--- src/rtl/din_sequence_checker_sat_counter.sv ---
// Saturating up-counter with synchronous clear; holds at all-ones.
module din_sequence_checker_sat_counter #(
    parameter int unsigned CNT_W = 4
) (
    input  logic             i_clk,
    input  logic             i_rst,
    input  logic             i_clr,
    input  logic             i_inc,
    output logic [CNT_W-1:0] o_cnt
);
    localparam logic [CNT_W-1:0] CNT_MAX = {CNT_W{1'b1}};

    logic [CNT_W-1:0] r_cnt;

    always_ff @(posedge i_clk) begin
        if (i_rst) begin
            r_cnt <= '0;
        end else if (i_clr) begin
            r_cnt <= '0;
        end else if (i_inc && (r_cnt != CNT_MAX)) begin
            r_cnt <= r_cnt + 1'b1;
        end
    end

    assign o_cnt = r_cnt;

endmodule

--- config.mk ---
export PLATFORM = sky130hd
export DESIGN_NAME = din_sequence_checker_sat_counter
export DESIGN_NICKNAME = d
export VERILOG_FILES = /design/src/rtl/din_sequence_checker_sat_counter.sv
export SDC_FILE = /design/constraint.sdc
export NUM_CORES = 1
export LEC_CHECK = 0
export CAP_MARGIN = 40
export CORE_AREA = 2 2 39 41
export CTS_CLUSTER_DIAMETER = 100
export DETAILED_ROUTE_END_ITERATION = 10
export DIE_AREA = 0 0 41 43
export PLACE_DENSITY = 0.3
export SYNTH_ARGS = -nofsm -noshare
export SYNTH_HDL_FRONTEND = slang
export SYNTH_SLANG_ARGS = --single-unit
--- constraint.sdc ---
create_clock -name i_clk -period 2 [get_ports i_clk]
set_clock_uncertainty 0.05 [all_clocks]
set_input_delay 0.3 -clock i_clk [delete_from_list [all_inputs] [get_ports i_clk]]
set_output_delay 0.3 -clock i_clk [all_outputs]
set_load 0.03 [all_outputs]
After elaboration in Yosys (flattened, before gate mapping)
Index checks and enable logic that the tools add are counted.
Widths: inputs -> output; s select.
{"block": "totals", "out_inout_bits": 4, "inputBits": 4, "mem_bits_ro": 0, "mem_count": 0, "wordCells": 5, "regBits": 4, "latchBits": 0, "ramBits": 0}
{"block": "classes", "div": 0, "n_mul": 0, "n_bitwise": 0, "order_cmp": 0, "shifts": 0, "n_reduce_logical": 2, "add_sub_neg": 1, "n_mux": 0, "n_eq_ne": 1}
{"op": "$add 4x1->4 const B", "n": 1}
{"op": "$ne 4x4->1 const B", "n": 1}
{"op": "$reduce_or 2->1", "n": 1}
{"op": "$logic_and 1x1->1", "n": 1}

Longest topological paths before layout
Gate-level depths: netlist (run 1).
{"block": "depth", "depth_word": 2, "ltp_mapped": 4, "mapped_depth_nobuf": 4}

Least setup slack after synthesis (run 1)
Ideal clock, no wire load.
{"block": "synth_path", "path_kind": "reg-to-reg", "start": "reg r_cnt[0] (netlist: o_cnt[0])", "end": "reg r_cnt[2] (netlist: o_cnt[2])", "period_less_slack_ns": 1.337, "stages_incl_launch_ff": 4, "required_time_ns": 1.836, "path_buffers": 0, "arrival_ns": 1.172, "slack_ns": 0.663, "setup_time_ns": 0.114, "path_cell_list": "dfxtp_1 ha_1 a21oi_1 a2111oi_0"}
{"block": "synth_between", "elab_chain_len": 2, "elab_cells_between_ends": 3, "cone_classes": "add/sub (1); eq/ne (1); reduce/logical (1)"}
{"element": "from (decl)", "line_no": "13", "source": "logic [CNT_W-1:0] r_cnt;"}
{"element": "from (signal assigned)", "line_no": "21", "source": "r_cnt <= r_cnt + 1'b1;"}
{"element": "parallel branches: the longest is 2 deep, another holds $add 4x1->4"}
Several ways; the timed one is not identified.
A chain may end at the register's enable or synchronous reset.

Worst setup path after layout (run 1)
{"block": "layout_path", "start": "reg r_cnt[0] (netlist: o_cnt[0])", "end": "out o_cnt[0]"}
{"element": "to (decl)", "line_no": "9", "source": "output logic [CNT_W-1:0] o_cnt"}
No word-level cell between the ends.

==> flow_metrics.tcl, run 1 <==
set metrics [dict create \
    slowest_delay_ns 0.71 \
    drv_slew 0 \
    post-dp-hpwl_um 361 \
    grt_pass1_vias 215 \
    synth_cell_types 13 \
    clkSlewWorstSetupHoldPaths_ns 0.04 \
    final.setup.tns_ns 0 \
    final_nets 39 \
    critPathSlowestCell "clkdlybuf4s50_1" \
    final_cell_mix "7 x clkdlybuf4s50_1, 5 x nand2_1, 4 x dfxtp_1" \
    cts-resized-gates 0 \
    yosysTopAreaCellShare_pct 42.4 \
    relSlewSlack_pct 78.3 \
    drt-initial-drc-count 1 \
    core-area_mm2 0.00138 \
    gp_congestion 0.604 \
    yosysTopAreaCell "dfxtp_1" \
    cts_sinks 4 \
    synth_area_leaders "dfxtp_1 42%, mux2i_1 11%, nand2_1 9.9%, ha_1 6.6%, a2111oi_1 5.3%" \
    status "finished clean" \
    grt_max_degree 6 \
    synth-xor-area-share_pct 0 \
    grt.total_usage_pct 7.11 \
    vias 201 \
    clockRootBuffer "clkbuf_4" \
    start_kind "flip-flop" \
    ys_seq_elements 4 \
    worstPathMaxFanout 5 \
    crit_type "reg2out" \
    path_cells "clkdlybuf4s50_1" \
    port_buffers 7 \
    crit_required_ns 1.65 \
    p_per_area_mw_per_mm2 663 \
    synth_top_family_by_area "simple AND/OR/NAND/NOR gates" \
    drv_cap 0 \
    routed_wl_um 457 \
    synthAdderAreaFrac_pct 6.62 \
    ff2ff_path_depth 4 \
    cp.depth 1 \
    p_leak_nw 0.110 \
    drc 0 \
    grt_overflow 0 \
    cts-buffers-inserted 3 \
    ctsHoldBuffers 0 \
    post_cts_buffers 0 \
    rsz0062_at_grt "false" \
    finalSetupViolCount 0 \
    hold_depth 2 \
    insertion_delay_ns 0.23 \
    path_delay_family "buffers and inverters" \
    min_period_ns 1.68 \
    viasPerCell 4.19 \
    drive_above_1_share_pct 9.38 \
    antenna_found_initial 0 \
    arrival_ns 1.33 \
    end_kind "output port" \
    synth-simple-area-share_pct 25.8 \
    synth_cells 22 \
    diodes 0 \
    wl_per_cell_um 9.52 \
    syn-num-nets 27 \
    layout_commonest_cell "clkdlybuf4s50_1" \
    synth-compound-area-share_pct 12.6 \
    first_pass_iters 2 \
    syn_area_per_cell_um2 8.59 \
    fp-row-count 14 \
    tightest_slew_ns 0.318 \
    largest_reg_flops 4 \
    area_growth_pct 59.6 \
    syn_area_um2 189 \
    cts_tree "done" \
    hp-class "reg2reg" \
    antenna_left 0 \
    die_h_um 43 \
    dieArea_mm2 0.00176 \
    initial_core_util_pct 13.7 \
    die_w_um 41 \
    final-hold-violation-count 0 \
    vdd_drop_max_mv 0.194 \
    io_pins 8 \
    fin_crit_sh_pct 84.2 \
    cts_max_path_buffers 2 \
    p_total_w 0.000200 \
    yosys_warnings 0 \
    synth.mux.area_fraction_pct 10.6 \
    worst-path-buf-inv 1 \
    grt_pass1_wl_um 821 \
    max_freq_ghz 0.594 \
    cts.htree.levels 1 \
    ys_seq_area_share_pct 42.4 \
]
==> Yosys cell counts, drive strengths merged <==
master	count
a2111oi	2
or3	1
dfxtp	4
nor3	1
ha	1
nand2	5
nor2	2
nand4	1
mux2i	2
inv	1
a21oi	1
nand3	1
==> power by group <==
part	leakage, nW	switching (W)	internal (W)
clock	0.0138	0.0000298	0.0000669
sequential	0.0324	0.00000184	0.0000817
combinational	0.0637	0.00000961	0.0000101
==> worst paths after layout <==
path / startpoint / to / slack (ns)
setup / recovery: o_cnt[0]$_SDFFE_PP0P_ / o_cnt[0] / 0.32
hold / removal: o_cnt[1]$_SDFFE_PP0P_ / o_cnt[1]$_SDFFE_PP0P_ / 0.45
setup reg to reg: o_cnt[0]$_SDFFE_PP0P_ / o_cnt[2]$_SDFFE_PP0P_ / 0.75
hold reg to reg: o_cnt[1]$_SDFFE_PP0P_ / o_cnt[1]$_SDFFE_PP0P_ / 0.45
==> area by class of cell <==
cell class | instances | area (µm²)
inverter | 1 | 3.75
fill | 156 | 1080
tap | 16 | 20.0
timing repair buffer | 7 | 70.1
clock buffer | 3 | 22.5
sequential | 4 | 80.1
multi-input combinational | 17 | 105
==> layer usage <==
| metal | GRT usage, % | vias to the layer above | routed length (µm) |
|---|---|---|---|
| met1 | 8.92 | 88 | 231 |
| met3 | 3.14 | 2 | 55 |
| met4 | 6.00 | 0 | 4 |
| met5 | 0 | - | 0 |
| li1 | - | 103 | - |
| met2 | 8.75 | 8 | 166 |
==> metrics by stage <==
| stage | utilization (%) | area, µm² | worst slack (ns) | hold slack (ns) | cells |
|---|---|---|---|---|---|
| global placement | 20.2 | 279 | 0.491 | 0.449 | 45 |
| finish | 21.8 | 302 | 0.316 | 0.450 | 48 |
| floorplan | - | 189 | 0.663 | 0.327 | 22 |
| global route | 21.8 | 302 | 0.278 | 0.491 | 48 |
| CTS | 21.8 | 302 | 0.309 | 0.457 | 48 |
| detailed placement | 20.2 | 279 | 0.483 | 0.449 | 45 |
==> cells by family (layout without fill, tap and decap cells) <==
logic type / after synthesis / count (layout)
DFF: 4 / 4
adders and majority gates: 1 / 1
AOI/OAI and AO/OA: 3 / 3
buffers and inverters: 1 / 11
and+or+nand+nor: 11 / 11
muxes: 2 / 2
Note: power is estimated with default switching activity, not from simulation.
==> inputs of run 2 (changes only) <==
Clock period 2 ns to 1.7 ns, I/O delays scaled along.
==> run 2 against run 1 <==
  * Critical path depth is the same
  * Total power grew 20%
  * Cell count is the same
  * Critical path type unchanged
  * Non-clock buffer count is the same
  * Worst setup slack lost 0.25 ns
  * Register-to-register slack lost 0.28 ns
  * Largest power group unchanged
  * Clock power grew 22%
  * Sequential share of layout area is the same
  * Critical endpoint unchanged
  * Sequential cell count is the same
==> flow_metrics.tcl, run 2 (synthesis results as in run 1) <==
set metrics [dict create \
    status "finished clean" \
    cts-resized-gates 0 \
    drive_above_1_share_pct 9.38 \
    cts_sinks 4 \
    tightest_slew_ns 0.310 \
    fin_area_um2 302 \
    ctsHoldBuffers 0 \
    path_cells "clkdlybuf4s50_1" \
    die_h_um 43 \
    final.setup.tns_ns 0 \
    relSlewSlack_pct 78.8 \
    post_cts_buffers 0 \
    dieArea_mm2 0.00176 \
    insertion_delay_ns 0.23 \
    fp-row-count 14 \
    p_seq_share_pct 41.0 \
    p_total_w 0.000239 \
    vdd_drop_max_mv 0.147 \
    port_buffers 7 \
    drv_slew 0 \
    end_kind "output port" \
    diodes 0 \
    min_period_ns 1.64 \
    arrival_ns 1.33 \
    grt_pass1_vias 195 \
    viasPerCell 4.13 \
    final_cells 48 \
    fill_cells 166 \
    largest_reg_flops 4 \
    grt_overflow 0 \
    cts-buffers-inserted 3 \
    worst-path-buf-inv 1 \
    die_w_um 41 \
    gp_congestion 0.595 \
    hp-class "reg2reg" \
    antenna_found_initial 0 \
    crit_required_ns 1.39 \
    drt-initial-drc-count 0 \
    drc 0 \
    max_freq_ghz 0.611 \
    first_pass_iters 1 \
    finalSetupViolCount 0 \
    place_area_um2 279 \
    cts_tree "done" \
    cts_max_path_buffers 2 \
    vias 198 \
    p_sw_share_pct 21.8 \
    io_pins 8 \
    path_delay_family "buffers and inverters" \
    pwr-share-clk_pct 49.2 \
    start_kind "flip-flop" \
    core-area_mm2 0.00138 \
    p_leak_nw 0.110 \
    rsz0062_at_grt "false" \
    slowest_delay_ns 0.70 \
    p_sw_w 0.0000521 \
    wl_per_cell_um 9.83 \
    crit_type "reg2out" \
    final-hold-violation-count 0 \
    layout_commonest_cell "clkdlybuf4s50_1" \
    fin_crit_sh_pct 96.2 \
    cts.htree.levels 1 \
    antenna_left 0 \
    clkSlewWorstSetupHoldPaths_ns 0.04 \
    grt_max_degree 6 \
    critPathSlowestCell "clkdlybuf4s50_1" \
    power.internal_w 0.000187 \
    routed_wl_um 472 \
    drv_cap 0 \
    grt.total_usage_pct 7.01 \
    worstPathMaxFanout 5 \
    grt_pass1_wl_um 772 \
    dp.cells 45 \
    final_nets 39 \
    final_cell_mix "7 x clkdlybuf4s50_1, 5 x nand2_1, 4 x dfxtp_1" \
    p_per_area_mw_per_mm2 793 \
    area_growth_pct 59.6 \
    combPwrFrac_pct 9.8 \
    clockRootBuffer "clkbuf_4" \
    initial_core_util_pct 13.7 \
]
[run 2: cell counts in the layout (fill, tap and decap cells not counted)]
No cell type changed its count.
[run 2: worst paths after layout]
path | start | endpoint | slack, ns | cells past startpoint
max | o_cnt[0]$_SDFFE_PP0P_ | o_cnt[0] | 0.06 | 1
min | o_cnt[1]$_SDFFE_PP0P_ | o_cnt[1]$_SDFFE_PP0P_ | 0.45 | 2
max reg2reg | o_cnt[0]$_SDFFE_PP0P_ | o_cnt[2]$_SDFFE_PP0P_ | 0.47 | 4
min reg2reg | o_cnt[1]$_SDFFE_PP0P_ | o_cnt[1]$_SDFFE_PP0P_ | 0.45 | 2
[run 2: through the flow]
stage	worst slack (ns)	utilization [%]	hold slack, ns
4_1_cts	0.0521	21.8	0.458
3_3_place_gp	0.232	20.2	0.447
2_1_floorplan	0.363	-	0.282
3_5_place_dp	0.230	20.2	0.449
5_1_grt	0.0195	21.8	0.488
6_report	0.0647	21.8	0.447
[run 2: per-layer routing]
metal | wire length (µm) | global-route usage [%]
met1 | 257 | 9.27
met2 | 158 | 7.19
met3 | 50 | 3.14
met4 | 6 | 8.00
met5 | 0 | 0
[run 2: worst register-to-register path, delay by kind of cell (launching register included)]
kind	cells	cell delay [ns]
AND/OR/NAND/NOR	2	0.11
adder cells (fa/ha/maj)	1	0.25
flip-flops	1	0.34
AO/OA/AOI/OAI	1	0.36
[run 2: power groups by stage]
stage	clock (W)	sequential (W)	combinational, W
final	0.000118	0.0000981	0.0000234
after global routing	0.000131	0.0000983	0.0000253
after CTS	0.000125	0.0000981	0.0000233
after detailed placement	0	0.0000996	0.0000230
after global placement	0	0.0000995	0.0000236
after floorplan	0	0.000102	0.00000590
[run 2: cell type report]
class | count | area [µm²] | share of cell area, %
sequential | 4 | 80.1 | 26.6
multi-input combinational | 17 | 105 | 34.9
inverter | 1 | 3.75 | 1.24
timing repair buffer | 7 | 70.1 | 23.2
tap | 16 | 20.0 | 6.64
clock buffer | 3 | 22.5 | 7.47
==> inputs of run 3 (changes only) <==
Settings changed: CTS_BUF_LIST set to sky130_fd_sc_hd__clkbuf_16.
==> run 3 against run 2 <==
  * Final area rose by 17%
  * Utilization rose by 3.8 points
  * Largest cell class unchanged
  * Via count rose by 2.0%
  * Cell count did not move
  * Sequential share of layout area fell by 3.9 points
  * Global-route usage rose by 0.60 points
  * Hold slack improved by 0.0024 ns
  * Wire length rose by 1.9%
  * Sequential power barely moved
  * Maximum frequency rose by 1.1%
==> flow_metrics.tcl, run 3 (synthesis results as in run 1) <==
set metrics [dict create \
    ff2ff_path_depth 4 \
    first_pass_iters 1 \
    dp.cells 45 \
    cts_sinks 4 \
    insertion_delay_ns 0.22 \
    start_kind "flip-flop" \
    status "finished clean" \
    antenna_found_initial 0 \
    r2r_slack_ns 0.47 \
    vdd_drop_max_mv 0.403 \
    final.setup.tns_ns 0 \
    finalSetupViolCount 0 \
    drt-initial-drc-count 0 \
    cts_tree "done" \
    end_kind "output port" \
    critPathSlowestCell "clkdlybuf4s50_1" \
    grt_pass1_vias 197 \
    relSlewSlack_pct 78.5 \
    fp-row-count 14 \
    clkSlewWorstSetupHoldPaths_ns 0.03 \
    grt_pass1_wl_um 786 \
    grt.total_usage_pct 7.62 \
    fin_crit_sh_pct 95.2 \
    largest_reg_flops 4 \
    hp-class "reg2reg" \
    antenna_left 0 \
    final_cells 48 \
    crit_required_ns 1.39 \
    initial_core_util_pct 13.7 \
    ctsHoldBuffers 0 \
    slowest_delay_ns 0.70 \
    arrival_ns 1.31 \
    max_freq_ghz 0.618 \
    worstPathMaxFanout 5 \
    layout_commonest_cell "clkdlybuf4s50_1" \
    hp-start "o_cnt[1]$_SDFFE_PP0P_" \
    die_h_um 43 \
    final_cell_mix "7 x clkdlybuf4s50_1, 5 x nand2_1, 4 x dfxtp_1" \
    r2r-start "o_cnt[0]$_SDFFE_PP0P_" \
    p_per_area_mw_per_mm2 1360 \
    diodes 0 \
    viasPerCell 4.21 \
    grt_max_degree 6 \
    drive_above_1_share_pct 9.38 \
    grt_overflow 0 \
    min_period_ns 1.62 \
    cts-resized-gates 0 \
    drc 0 \
    die_w_um 41 \
    path_delay_family "buffers and inverters" \
    tightest_slew_ns 0.315 \
    cts_max_path_buffers 2 \
    io_pins 8 \
    hold_depth 2 \
    crit_type "reg2out" \
    reg2reg_to "o_cnt[2]$_SDFFE_PP0P_" \
    fill_cells 159 \
    core-area_mm2 0.00138 \
    final-hold-violation-count 0 \
    drv_slew 0 \
    gp_congestion 0.595 \
    vias 202 \
    post_cts_buffers 0 \
    area_growth_pct 87.4 \
    drv_cap 0 \
    clockRootBuffer "clkbuf_16" \
    holdPathEnd "o_cnt[1]$_SDFFE_PP0P_" \
    dieArea_mm2 0.00176 \
    p_leak_nw 0.133 \
    port_buffers 7 \
    path_cells "clkdlybuf4s50_1" \
    utilization_pct 25.6 \
    worst-path-buf-inv 1 \
    cts-buffers-inserted 3 \
    routed_wl_um 481 \
    wl_per_cell_um 10.0 \
    final_nets 39 \
    rsz0062_at_grt "false" \
    p_total_w 0.000482 \
    cts.htree.levels 1 \
]
[run 3: cell types whose count changed in the layout (fill, tap and decap cells not counted)]
cell	change
clkbuf_4	-3
clkbuf_16	+3
[run 3: area by class of cell]
class,count,area (µm²),area share [%]
Tap cell,16,20.0,5.65
Inverter,1,3.75,1.06
Timing Repair Buffer,7,70.1,19.8
Sequential cell,4,80.1,22.6
Multi-Input combinational cell,17,105,29.7
Clock buffer,3,75.1,21.2
[run 3: worst min-delay path, cell delays in order, from the launching register on]
cell and delay (ns):
dfxtp_1 0.33, nand2_1 0.06, mux2i_1 0.05
[run 3: power breakdown]
part           internal (W)  switching (W)  leakage (nW)   total, W
clock network      0.000300      0.0000601        0.0370   0.000360
registers         0.0000963     0.00000206        0.0324  0.0000983
logic             0.0000119      0.0000115        0.0637  0.0000233
[run 3: routing by layer]
| metal | GRT usage (%) | wire [µm] | part of all wire (%) |
|---|---|---|---|
| met5 | 0 | 0 | 0 |
| met4 | 10.0 | 14 | 2.9 |
| met3 | 4.71 | 51 | 11 |
| met2 | 7.19 | 168 | 35 |
| met1 | 9.27 | 247 | 51 |
[run 3: worst max-delay path by stage]
| stage | start | end | slack, ns | cells past startpoint |
|---|---|---|---|---|
| after global routing | o_cnt[0]$_SDFFE_PP0P_ | o_cnt[0] | 0.04 | 1 |
| after detailed placement | i_inc | o_cnt[3]$_SDFFE_PP0P_ | 0.23 | 3 |
| after CTS | o_cnt[0]$_SDFFE_PP0P_ | o_cnt[0] | 0.07 | 1 |
| after global placement | i_inc | o_cnt[3]$_SDFFE_PP0P_ | 0.23 | 3 |
| final | o_cnt[0]$_SDFFE_PP0P_ | o_cnt[0] | 0.08 | 1 |
| after floorplan | o_cnt[0]$_SDFFE_PP0P_ | o_cnt[2]$_SDFFE_PP0P_ | 0.36 | 3 |
[run 3: metrics by stage]
stage	hold WS (ns)	cell area, µm²	worst slack [ns]
6_report	0.449	354	0.0817
4_1_cts	0.457	354	0.0725
5_1_grt	0.486	354	0.0401
3_3_place_gp	0.447	279	0.232
2_1_floorplan	0.282	189	0.363
3_5_place_dp	0.449	279	0.230
